`config.mk`:
```
export PLATFORM = sky130hd
export DESIGN_NAME = commit_stage_flat
export DESIGN_NICKNAME = d
export VERILOG_FILES = /design/src/rtl/OoO_pkg.sv /design/src/rtl/commit_stage_if.sv /design/src/rtl/commit_stage.sv /design/src/flat_wrapper.sv
export SDC_FILE = /design/constraint.sdc
export NUM_CORES = 1
export LEC_CHECK = 0
export BUFFER_PORTS_ARGS = -buffer_cell sky130_fd_sc_hd__buf_2
export CAP_MARGIN = 10
export CORE_MARGIN = 10
export CORE_UTILIZATION = 48
export CTS_CLUSTER_DIAMETER = 100
export CTS_CLUSTER_SIZE = 14
export DETAILED_ROUTE_END_ITERATION = 8
export GPL_ROUTABILITY_DRIVEN = 0
export PLACE_DENSITY = 0.8
export SLEW_MARGIN = 20
export SYNTH_ARGS = -nofsm -noshare
export SYNTH_HDL_FRONTEND = slang
export SYNTH_SLANG_ARGS = --single-unit
export TNS_END_PERCENT = 5
```
`constraint.sdc`:
```
create_clock -name clock -period 3.8 [get_ports clock]
set_clock_uncertainty 0.05 [all_clocks]
set_input_delay 0.95 -clock clock [delete_from_list [all_inputs] [get_ports clock]]
set_output_delay 0.95 -clock clock [all_outputs]
set_load 0.02 [all_outputs]
```
`src/rtl/OoO_pkg.sv`:
```
// Shared types for the out-of-order core.
// decoder_t is the scoreboard entry layout; commit_stage reads the
// valid, result, pc, rd, rd_we, is_store and is_ebreak fields of the head entry.
package OoO_pkg;

    localparam int DecXlen     = 32;
    localparam int DecRegAddrW = 5;

    typedef struct packed {
        logic                   valid;
        logic [DecXlen-1:0]     pc;
        logic [DecXlen-1:0]     result;
        logic [DecRegAddrW-1:0] rd;
        logic                   rd_we;
        logic                   is_store;
        logic                   is_ebreak;
    } decoder_t;

endpackage

```
`src/rtl/commit_stage_if.sv`:
```
// Commit-stage bus: scoreboard head entry and pop, register-file write
// port and store-buffer release handshake.
// master = scoreboard / store-buffer side, slave = commit_stage.
interface commit_stage_if #(
    parameter int XLEN     = 32,
    parameter int RegAddrW = 5
);
    OoO_pkg::decoder_t     commit_instr;
    logic                  commit_valid;
    logic                  rf_we;
    logic [RegAddrW-1:0]   rf_waddr;
    logic [XLEN-1:0]       rf_wdata;
    logic                  st_commit_valid;
    logic                  st_commit_ready;

    modport master (
        output commit_instr,
        output st_commit_ready,
        input  commit_valid,
        input  rf_we,
        input  rf_waddr,
        input  rf_wdata,
        input  st_commit_valid
    );

    modport slave (
        input  commit_instr,
        input  st_commit_ready,
        output commit_valid,
        output rf_we,
        output rf_waddr,
        output rf_wdata,
        output st_commit_valid
    );

endinterface

```
`src/rtl/commit_stage.sv`:
```
// In-order retirement stage below the issue scoreboard.
// Retires the head entry once written back: register-file write, store
// release to the store buffer, ebreak halt, retired-instruction count.
// Optional macro COMMIT_DIFFTEST_EN adds registered difftest ports.
//
// state     | meaning
// ----------+-----------------------------------------------------------
// RUN       | retire ALU/ebreak heads in the same cycle; stores go to STORE_REQ
// STORE_REQ | st_commit_valid held until the store buffer accepts; commit then
// HALTED    | ebreak retired; ignore everything until reset
module commit_stage #(
    parameter int XLEN     = 32,
    parameter int RegAddrW = 5,
    parameter int InstretW = 64
) (
    input  logic                clock,
    input  logic                reset,
    commit_stage_if.slave       cif,
    output logic                halt,
    output logic [XLEN-1:0]     halt_pc,
    output logic [XLEN-1:0]     halt_code,
    output logic [InstretW-1:0] minstret
`ifdef COMMIT_DIFFTEST_EN
    ,
    output logic                difftest_valid,
    output logic [XLEN-1:0]     difftest_pc,
    output logic                difftest_wen,
    output logic [RegAddrW-1:0] difftest_wdest,
    output logic [XLEN-1:0]     difftest_wdata
`endif
);

    typedef enum logic [1:0] {
        S_RUN       = 2'd0,
        S_STORE_REQ = 2'd1,
        S_HALTED    = 2'd2
    } state_t;

    state_t                r_state;
    state_t                w_next_state;
    logic                  w_commit_valid;
    logic                  w_rf_we;
    logic [RegAddrW-1:0]   w_rf_waddr;
    logic [XLEN-1:0]       w_rf_wdata;

    logic                  r_st_commit_valid;
    logic                  r_halt;
    logic [XLEN-1:0]       r_halt_pc;
    logic [XLEN-1:0]       r_halt_code;
    logic [InstretW-1:0]   r_minstret;

    // State register
    always_ff @(posedge clock or negedge reset) begin
        if (!reset) begin
            r_state <= S_RUN;
        end else begin
            r_state <= w_next_state;
        end
    end

    // Next-state and same-cycle commit decision
    always_comb begin
        w_next_state   = r_state;
        w_commit_valid = 1'b0;
        case (r_state)
            S_RUN: begin
                if (cif.commit_instr.valid) begin
                    if (cif.commit_instr.is_ebreak) begin
                        w_commit_valid = 1'b1;
                        w_next_state   = S_HALTED;
                    end else if (cif.commit_instr.is_store) begin
                        w_next_state   = S_STORE_REQ;
                    end else begin
                        w_commit_valid = 1'b1;
                    end
                end
            end
            S_STORE_REQ: begin
                // The store pops only on the cycle the buffer takes the release.
                if (r_st_commit_valid && cif.st_commit_ready) begin
                    w_commit_valid = cif.commit_instr.valid;
                    w_next_state   = S_RUN;
                end
            end
            S_HALTED: begin
                w_next_state = S_HALTED;
            end
            default: begin
                w_next_state = S_RUN;
            end
        endcase
    end

    // Register-file write port; stores and x0 never write, data zeroed when idle
    always_comb begin
        w_rf_we    = w_commit_valid && cif.commit_instr.rd_we &&
                     (cif.commit_instr.rd != '0) && !cif.commit_instr.is_store;
        w_rf_waddr = w_rf_we ? cif.commit_instr.rd     : '0;
        w_rf_wdata = w_rf_we ? cif.commit_instr.result : '0;
    end

    // Store release request: high exactly while waiting in STORE_REQ
    always_ff @(posedge clock or negedge reset) begin
        if (!reset) begin
            r_st_commit_valid <= 1'b0;
        end else begin
            r_st_commit_valid <= (w_next_state == S_STORE_REQ);
        end
    end

    // Sticky halt with the ebreak's pc and a0 value
    always_ff @(posedge clock or negedge reset) begin
        if (!reset) begin
            r_halt      <= 1'b0;
            r_halt_pc   <= '0;
            r_halt_code <= '0;
        end else if ((r_state == S_RUN) && (w_next_state == S_HALTED)) begin
            r_halt      <= 1'b1;
            r_halt_pc   <= cif.commit_instr.pc;
            r_halt_code <= cif.commit_instr.result;
        end
    end

    // Retired-instruction counter, wraps naturally
    always_ff @(posedge clock or negedge reset) begin
        if (!reset) begin
            r_minstret <= '0;
        end else if (w_commit_valid) begin
            r_minstret <= r_minstret + {{(InstretW-1){1'b0}}, 1'b1};
        end
    end

`ifdef COMMIT_DIFFTEST_EN
    logic                r_dt_valid;
    logic [XLEN-1:0]     r_dt_pc;
    logic                r_dt_wen;
    logic [RegAddrW-1:0] r_dt_wdest;
    logic [XLEN-1:0]     r_dt_wdata;

    // One-cycle-delayed copy of each retirement for the reference model
    always_ff @(posedge clock or negedge reset) begin
        if (!reset) begin
            r_dt_valid <= 1'b0;
            r_dt_pc    <= '0;
            r_dt_wen   <= 1'b0;
            r_dt_wdest <= '0;
            r_dt_wdata <= '0;
        end else begin
            r_dt_valid <= w_commit_valid;
            r_dt_pc    <= w_commit_valid ? cif.commit_instr.pc : '0;
            r_dt_wen   <= w_rf_we;
            r_dt_wdest <= w_rf_waddr;
            r_dt_wdata <= w_rf_wdata;
        end
    end

    assign difftest_valid = r_dt_valid;
    assign difftest_pc    = r_dt_pc;
    assign difftest_wen   = r_dt_wen;
    assign difftest_wdest = r_dt_wdest;
    assign difftest_wdata = r_dt_wdata;
`endif

    assign cif.commit_valid    = w_commit_valid;
    assign cif.rf_we           = w_rf_we;
    assign cif.rf_waddr        = w_rf_waddr;
    assign cif.rf_wdata        = w_rf_wdata;
    assign cif.st_commit_valid = r_st_commit_valid;
    assign halt                = r_halt;
    assign halt_pc             = r_halt_pc;
    assign halt_code           = r_halt_code;
    assign minstret            = r_minstret;

endmodule

```
`src/flat_wrapper.sv`:
```
// flat-port wrapper written by rule: the top's interface ports become plain ports
module commit_stage_flat 
#(
    parameter int XLEN     = 32,
    parameter int RegAddrW = 5,
    parameter int InstretW = 64
)
  (clock, reset, halt, halt_pc, halt_code, minstret, cif_commit_instr, cif_st_commit_ready, cif_commit_valid, cif_rf_we, cif_rf_waddr, cif_rf_wdata, cif_st_commit_valid);
  commit_stage_if #(.XLEN(XLEN), .RegAddrW(RegAddrW)) cif_i ();
  input  logic clock;
  input  logic reset;
  output logic halt;
  output logic [XLEN-1:0] halt_pc;
  output logic [XLEN-1:0] halt_code;
  output logic [InstretW-1:0] minstret;
  input wire logic [$bits(cif_i.commit_instr)-1:0] cif_commit_instr;
  input wire logic [$bits(cif_i.st_commit_ready)-1:0] cif_st_commit_ready;
  output wire logic [$bits(cif_i.commit_valid)-1:0] cif_commit_valid;
  output wire logic [$bits(cif_i.rf_we)-1:0] cif_rf_we;
  output wire logic [$bits(cif_i.rf_waddr)-1:0] cif_rf_waddr;
  output wire logic [$bits(cif_i.rf_wdata)-1:0] cif_rf_wdata;
  output wire logic [$bits(cif_i.st_commit_valid)-1:0] cif_st_commit_valid;
  assign cif_i.commit_instr = cif_commit_instr;
  assign cif_i.st_commit_ready = cif_st_commit_ready;
  assign cif_commit_valid = cif_i.commit_valid;
  assign cif_rf_we = cif_i.rf_we;
  assign cif_rf_waddr = cif_i.rf_waddr;
  assign cif_rf_wdata = cif_i.rf_wdata;
  assign cif_st_commit_valid = cif_i.st_commit_valid;
  commit_stage #(.XLEN(XLEN), .RegAddrW(RegAddrW), .InstretW(InstretW)) u_core (.clock(clock), .reset(reset), .cif(cif_i), .halt(halt), .halt_pc(halt_pc), .halt_code(halt_code), .minstret(minstret));
endmodule
```
; Yosys cells after proc, flatten, opt, wreduce, memory -nomap -nowiden
; Index checks and enable logic that the tools add are counted.
[op_classes]
reduce_logical = 8
mux = 12
n_eq_ne = 4
n_addsub = 1
[ops]
columns = cell, n
row1 = 64-bit by 1-bit adder with 64-bit output (second input constant), 1
row2 = 32-bit two-way mux, 1
row3 = 2-bit two-way mux, 4
row4 = 2-bit one-hot mux with 3 select lines, 1
row5 = 1-bit logical AND, 5
row6 = 5-bit two-way mux, 1
row7 = 5-bit nonzero test, 1
row8 = 2-bit by 1-bit equality test with 1-bit output (second input constant), 2
row9 = 2-bit equality test (second input constant), 2
row10 = 1-bit two-way mux, 4
row11 = 2-bit logical NOT, 1
row12 = 1-bit one-hot mux with 2 select lines, 1
row13 = 1-bit logical NOT, 1
[word_totals]
wordCells = 31
out_inout_bits = 169
register_bits = 132
inputBits = 76

; Depth between registers and ports, before layout
[depth]
depth_word = 8
mapped_depth = 7
mapped_depth_nobuf = 6

; Least setup slack after synthesis
; OpenSTA, ideal clock, no wires.
[synth_path]
path_type = in2out
startpoint = input cif_commit_instr[1]
endpoint = output cif_rf_waddr[0]
arrival_time_ns = 2.622
path_stages = 6
path_buffers = 2
path_slack_ns = 0.178
required_time_ns = 2.800
cell_sequence = nor3b_1 -> or4b_1 -> buf_6 -> nor4b_2 -> clkbuf_1 -> and2_1
[synth_between]
elab_chain_len = 8
word_cells_on_any_way = 9
classes_between = 5 x mux / 4 x reduce/logical
[synth_rtl]
columns = element, line
row1 = start: declaration, flat_wrapper.sv:16  ; input wire logic [$bits(cif_i.commit_instr)-1:0] cif_commit_instr;
row2 = 1-bit two-way mux, commit_stage.sv:71  ; end else if (cif.commit_instr.is_store) begin
row3 = 1-bit two-way mux, commit_stage.sv:68  ; if (cif.commit_instr.is_ebreak) begin
row4 = 1-bit two-way mux, commit_stage.sv:67  ; if (cif.commit_instr.valid) begin
row5 = 1-bit one-hot mux with 2 select lines, commit_stage.sv:65  ; case (r_state)
row6 = 1-bit logical AND (2 in a row), commit_stage.sv:96  ; w_rf_we = w_commit_valid && cif.commit_instr.rd_we &&
row7 = 1-bit logical AND (*), commit_stage.sv:97  ; (cif.commit_instr.rd != '0) && !cif.commit_instr.is_store;
row8 = net cif_rf_we, flat_wrapper.sv:19  ; output wire logic [$bits(cif_i.rf_we)-1:0] cif_rf_we;
row9 = 5-bit two-way mux (*), commit_stage.sv:98  ; w_rf_waddr = w_rf_we ? cif.commit_instr.rd : '0;
row10 = end: declaration, flat_wrapper.sv:20  ; output wire logic [$bits(cif_i.rf_waddr)-1:0] cif_rf_waddr;
; Mark *: on every way through the listed nets, which the timed path passes. The rest lies on a longest branch.

; Final worst setup path
[layout_path]
startpoint = input cif_commit_instr[1]
endpoint = output cif_rf_wdata[3]
[layout_between]
elab_chain_len = 8
word_cells_on_any_way = 9
classes_between = 5 x mux / 4 x reduce/logical
[layout_rtl]
columns = element, line
row1 = 1-bit two-way mux, commit_stage.sv:71
row2 = 1-bit two-way mux, commit_stage.sv:68
row3 = 1-bit two-way mux, commit_stage.sv:67
row4 = 1-bit one-hot mux with 2 select lines, commit_stage.sv:65
row5 = 1-bit logical AND (2 in a row), commit_stage.sv:96
row6 = 1-bit logical AND (*), commit_stage.sv:97
row7 = 32-bit two-way mux (*), commit_stage.sv:99  ; w_rf_wdata = w_rf_we ? cif.commit_instr.result : '0;
row8 = end: declaration, flat_wrapper.sv:21  ; output wire logic [$bits(cif_i.rf_wdata)-1:0] cif_rf_wdata;
; Mark *: on every way between the ends. The rest lies on a longest branch, timed or not.

==> results.sh <==
export IMPL_nFillCells=887
export IMPL_grt_start_max_net_pins=69
export IMPL_min_period_ps=3630
export IMPL_status="completed"
export IMPL_cts_buffer_depth=2
export IMPL_core_um2=12000
export IMPL_final_nets=822
export IMPL_required_ps=2800
export IMPL_crit_type="in -> out"
export IMPL_maxSlewHeadroom=0.439
export IMPL_tightest_slew_ps=841
export IMPL_start_kind="primary input"
export IMPL_setup_viol=0
export IMPL_cellLeakagePower_nw=4.11
export IMPL_postSynthAreaPerCell_um2=11.9
export IMPL_synth_edf_count=0
export IMPL_rows=40
export IMPL_postCtsSetupBuffers=0
export IMPL_synth_most_common_cell="dfrtp_1"
export IMPL_netlist_area_um2=5850
export IMPL_cts_num_sinks=132
export IMPL_synth_area_leaders="dfrtp_1 57%, mux2_2 13%, xor2_1 6.1%"
export IMPL_ys_warn_count=0
export IMPL_irDropWorstVdd_v=0.000572
export IMPL_antenna_left=0
export IMPL_hpwl_um=13200
export IMPL_timing_critical_path_buf_inv=3
export IMPL_netlist_instances=492
export IMPL_numCtsBuffers=17
export IMPL_worstPathArrival_ps=2630
export IMPL_yosysSeqAreaShare=0.565
export IMPL_hold_buffers=0
export IMPL_viasPerCell=5.30
export IMPL_die_area_um2=17000
export IMPL_synth_fp_nets=569
export IMPL_initial_core_util=0.489
export IMPL_postLayoutCellArea_um2=7940
export IMPL_synth_common_cells="132 x dfrtp_1, 65 x mux2_2, 41 x xor2_1"
export IMPL_cp_cell_sequence="buf_2 > nor3b_1 > or4b_1 > nor4b_4 > buf_12 > and2_1 > buf_2"
export IMPL_maxSlewViolCount=0
export IMPL_io_buffers=244
export IMPL_grt_pass1_vias=4887
export IMPL_pre_cts_ws_ps=183
export IMPL_timing_setup_tns_ps=0
export IMPL_gr_total_overflow=0
export IMPL_finalWorstSetupSlack_ps=174
export IMPL_cp_top_family="simple AND/OR/NAND/NOR gates"
export IMPL_cts_root_buffer="clkbuf_16"
export IMPL_maxCapViolations=0
export IMPL_cp_max_fo=38
export IMPL_min_period_over_period=0.954
export IMPL_yosysTopAreaCellShare=0.565
export IMPL_wirelength_um=17200
export IMPL_critPathSlowestCell="or4b_1"
export IMPL_fmax_ghz=0.276
export IMPL_clock_latency_ps=420
export IMPL_vias=4794
export IMPL_yosysUniqueCellTypes=32
export IMPL_diodes=0
export IMPL_grt_first_pass_wirelength_um=26700
export IMPL_placed_area_um2=7280
export IMPL_drc_errors=0
export IMPL_crit_top_cell="buf_2"
export IMPL_cts_resized=0
export IMPL_rsz0062_at_grt="false"
export IMPL_cts_tree="yes"
export IMPL_worst_hold_path_type="reg -> reg"
export IMPL_io_pins=245
export IMPL_worstSetupEndpointType="output port"
export IMPL_ys_async_sr_fraction=1.00
export IMPL_clk_pin_slew_worst_paths_ps=50
export IMPL_drtIter0Drc=371
export IMPL_drive_gt1_frac=0.476
export IMPL_firstDrtPassIters=5
export IMPL_synth_area_leader_cell="dfrtp_1"
export IMPL_wl_per_cell_um=19.0
export IMPL_p_per_area_nw_per_um2=653
export IMPL_htreeDepth=4
export IMPL_synth_seq_cells=132
export IMPL_max_stage_delay_ps=550
export IMPL_finalHoldViolations=0
export IMPL_area_growth_pct=35.8
export IMPL_fp_dieH_um=130
export IMPL_synth_ff_type="dfrtp_1"
export IMPL_grt_total_usage=0.203
export IMPL_die_width_um=130
export IMPL_antenna_found_initial=0
-- worst paths after layout --
path	from	endpoint	slack, ps	cells past startpoint
setup / recovery	cif_commit_instr[1]	cif_rf_wdata[3]	170	7
hold / removal	u_core.minstret[63]	u_core.minstret[63]	420	1
setup reg to reg	u_core.minstret[25]	u_core.minstret[49]	1390	5
hold reg to reg	u_core.minstret[63]	u_core.minstret[63]	420	1
max in group asynchronous	reset	u_core.halt_pc[6]	2260	2
min in group asynchronous	reset	u_core.minstret[40]	580	1
-- stage by stage --
stage               utilization  std cells  power (mW)  hold slack, ps
finish                    0.664        905        5.19             423
global route              0.664        905        5.43             447
CTS                       0.664        905        5.25             424
detailed placement        0.608        873        3.43             413
global placement          0.608        873        3.37             400
floorplan                     -        492        2.80             391
-- logic make-up (layout without fill, tap and decap cells) --
group | count (synthesis) | after routing | share of synthesized area
multiplexers | 65 | 65 | 0.125
flip-flops | 132 | 132 | 0.565
buffers and inverters | 29 | 295 | 0.0205
AND/OR/NAND/NOR | 199 | 199 | 0.188
adder cells (fa/ha/maj) | 1 | 1 | 0.00214
XOR/XNOR | 63 | 63 | 0.0944
AO/OA/AOI/OAI | 3 | 3 | 0.00492
-- flip-flops by register name, indices dropped and copies added, names as in the netlist --
signal	count
u_core.r_state	2
u_core.halt_code	32
u_core.minstret	64
u_core.halt_pc	32
u_core.halt	1
u_core.cif.st_commit_valid	1
-- power by group --
group | internal (mW) | total, mW | switching [mW]
registers | 1.78 | 1.98 | 0.200
logic | 0.553 | 1.41 | 0.857
clock network | 1.19 | 1.80 | 0.609
-- final cells by class --
cell class	instances	area, µm²	area share
Sequential cell	132	3300	0.416
Multi-Input combinational cell	331	2430	0.306
Timing Repair Buffer	251	1310	0.165
Clock buffer	22	494	0.0622
Tap cell	147	184	0.0232
Clock inverter	10	169	0.0213
Inverter	12	45.0	0.00567
-- per-layer routing --
metal  global-route usage  part of all wire  vias to the layer above
met1                0.225              0.38                     2343
li1                     -                 -                     2214
met4               0.0765             0.023                        0
met3               0.0714             0.081                       37
met2                0.352              0.52                      200
met5                    0                 0                        -
-- cell usage in the layout (no fill, tap or decap), types with 2 or more instances in the layout --
cell,instances
nor2_1,27
nand4_1,16
dfrtp_1,132
or3_1,3
buf_12,3
nor3_2,2
clkbuf_16,17
clkbuf_8,5
buf_2,243
or2_2,3
or4_1,3
and2_1,37
inv_1,12
and3_1,2
xor2_1,41
nor3_1,21
a21oi_1,2
mux2_2,65
clkinvlp_4,3
clkinv_4,2
bufinv_16,4
nor4_1,20
buf_4,5
or4_4,3
nand3_1,20
xnor2_1,22
nand2_1,34
(Power assumes the default switching activity.)
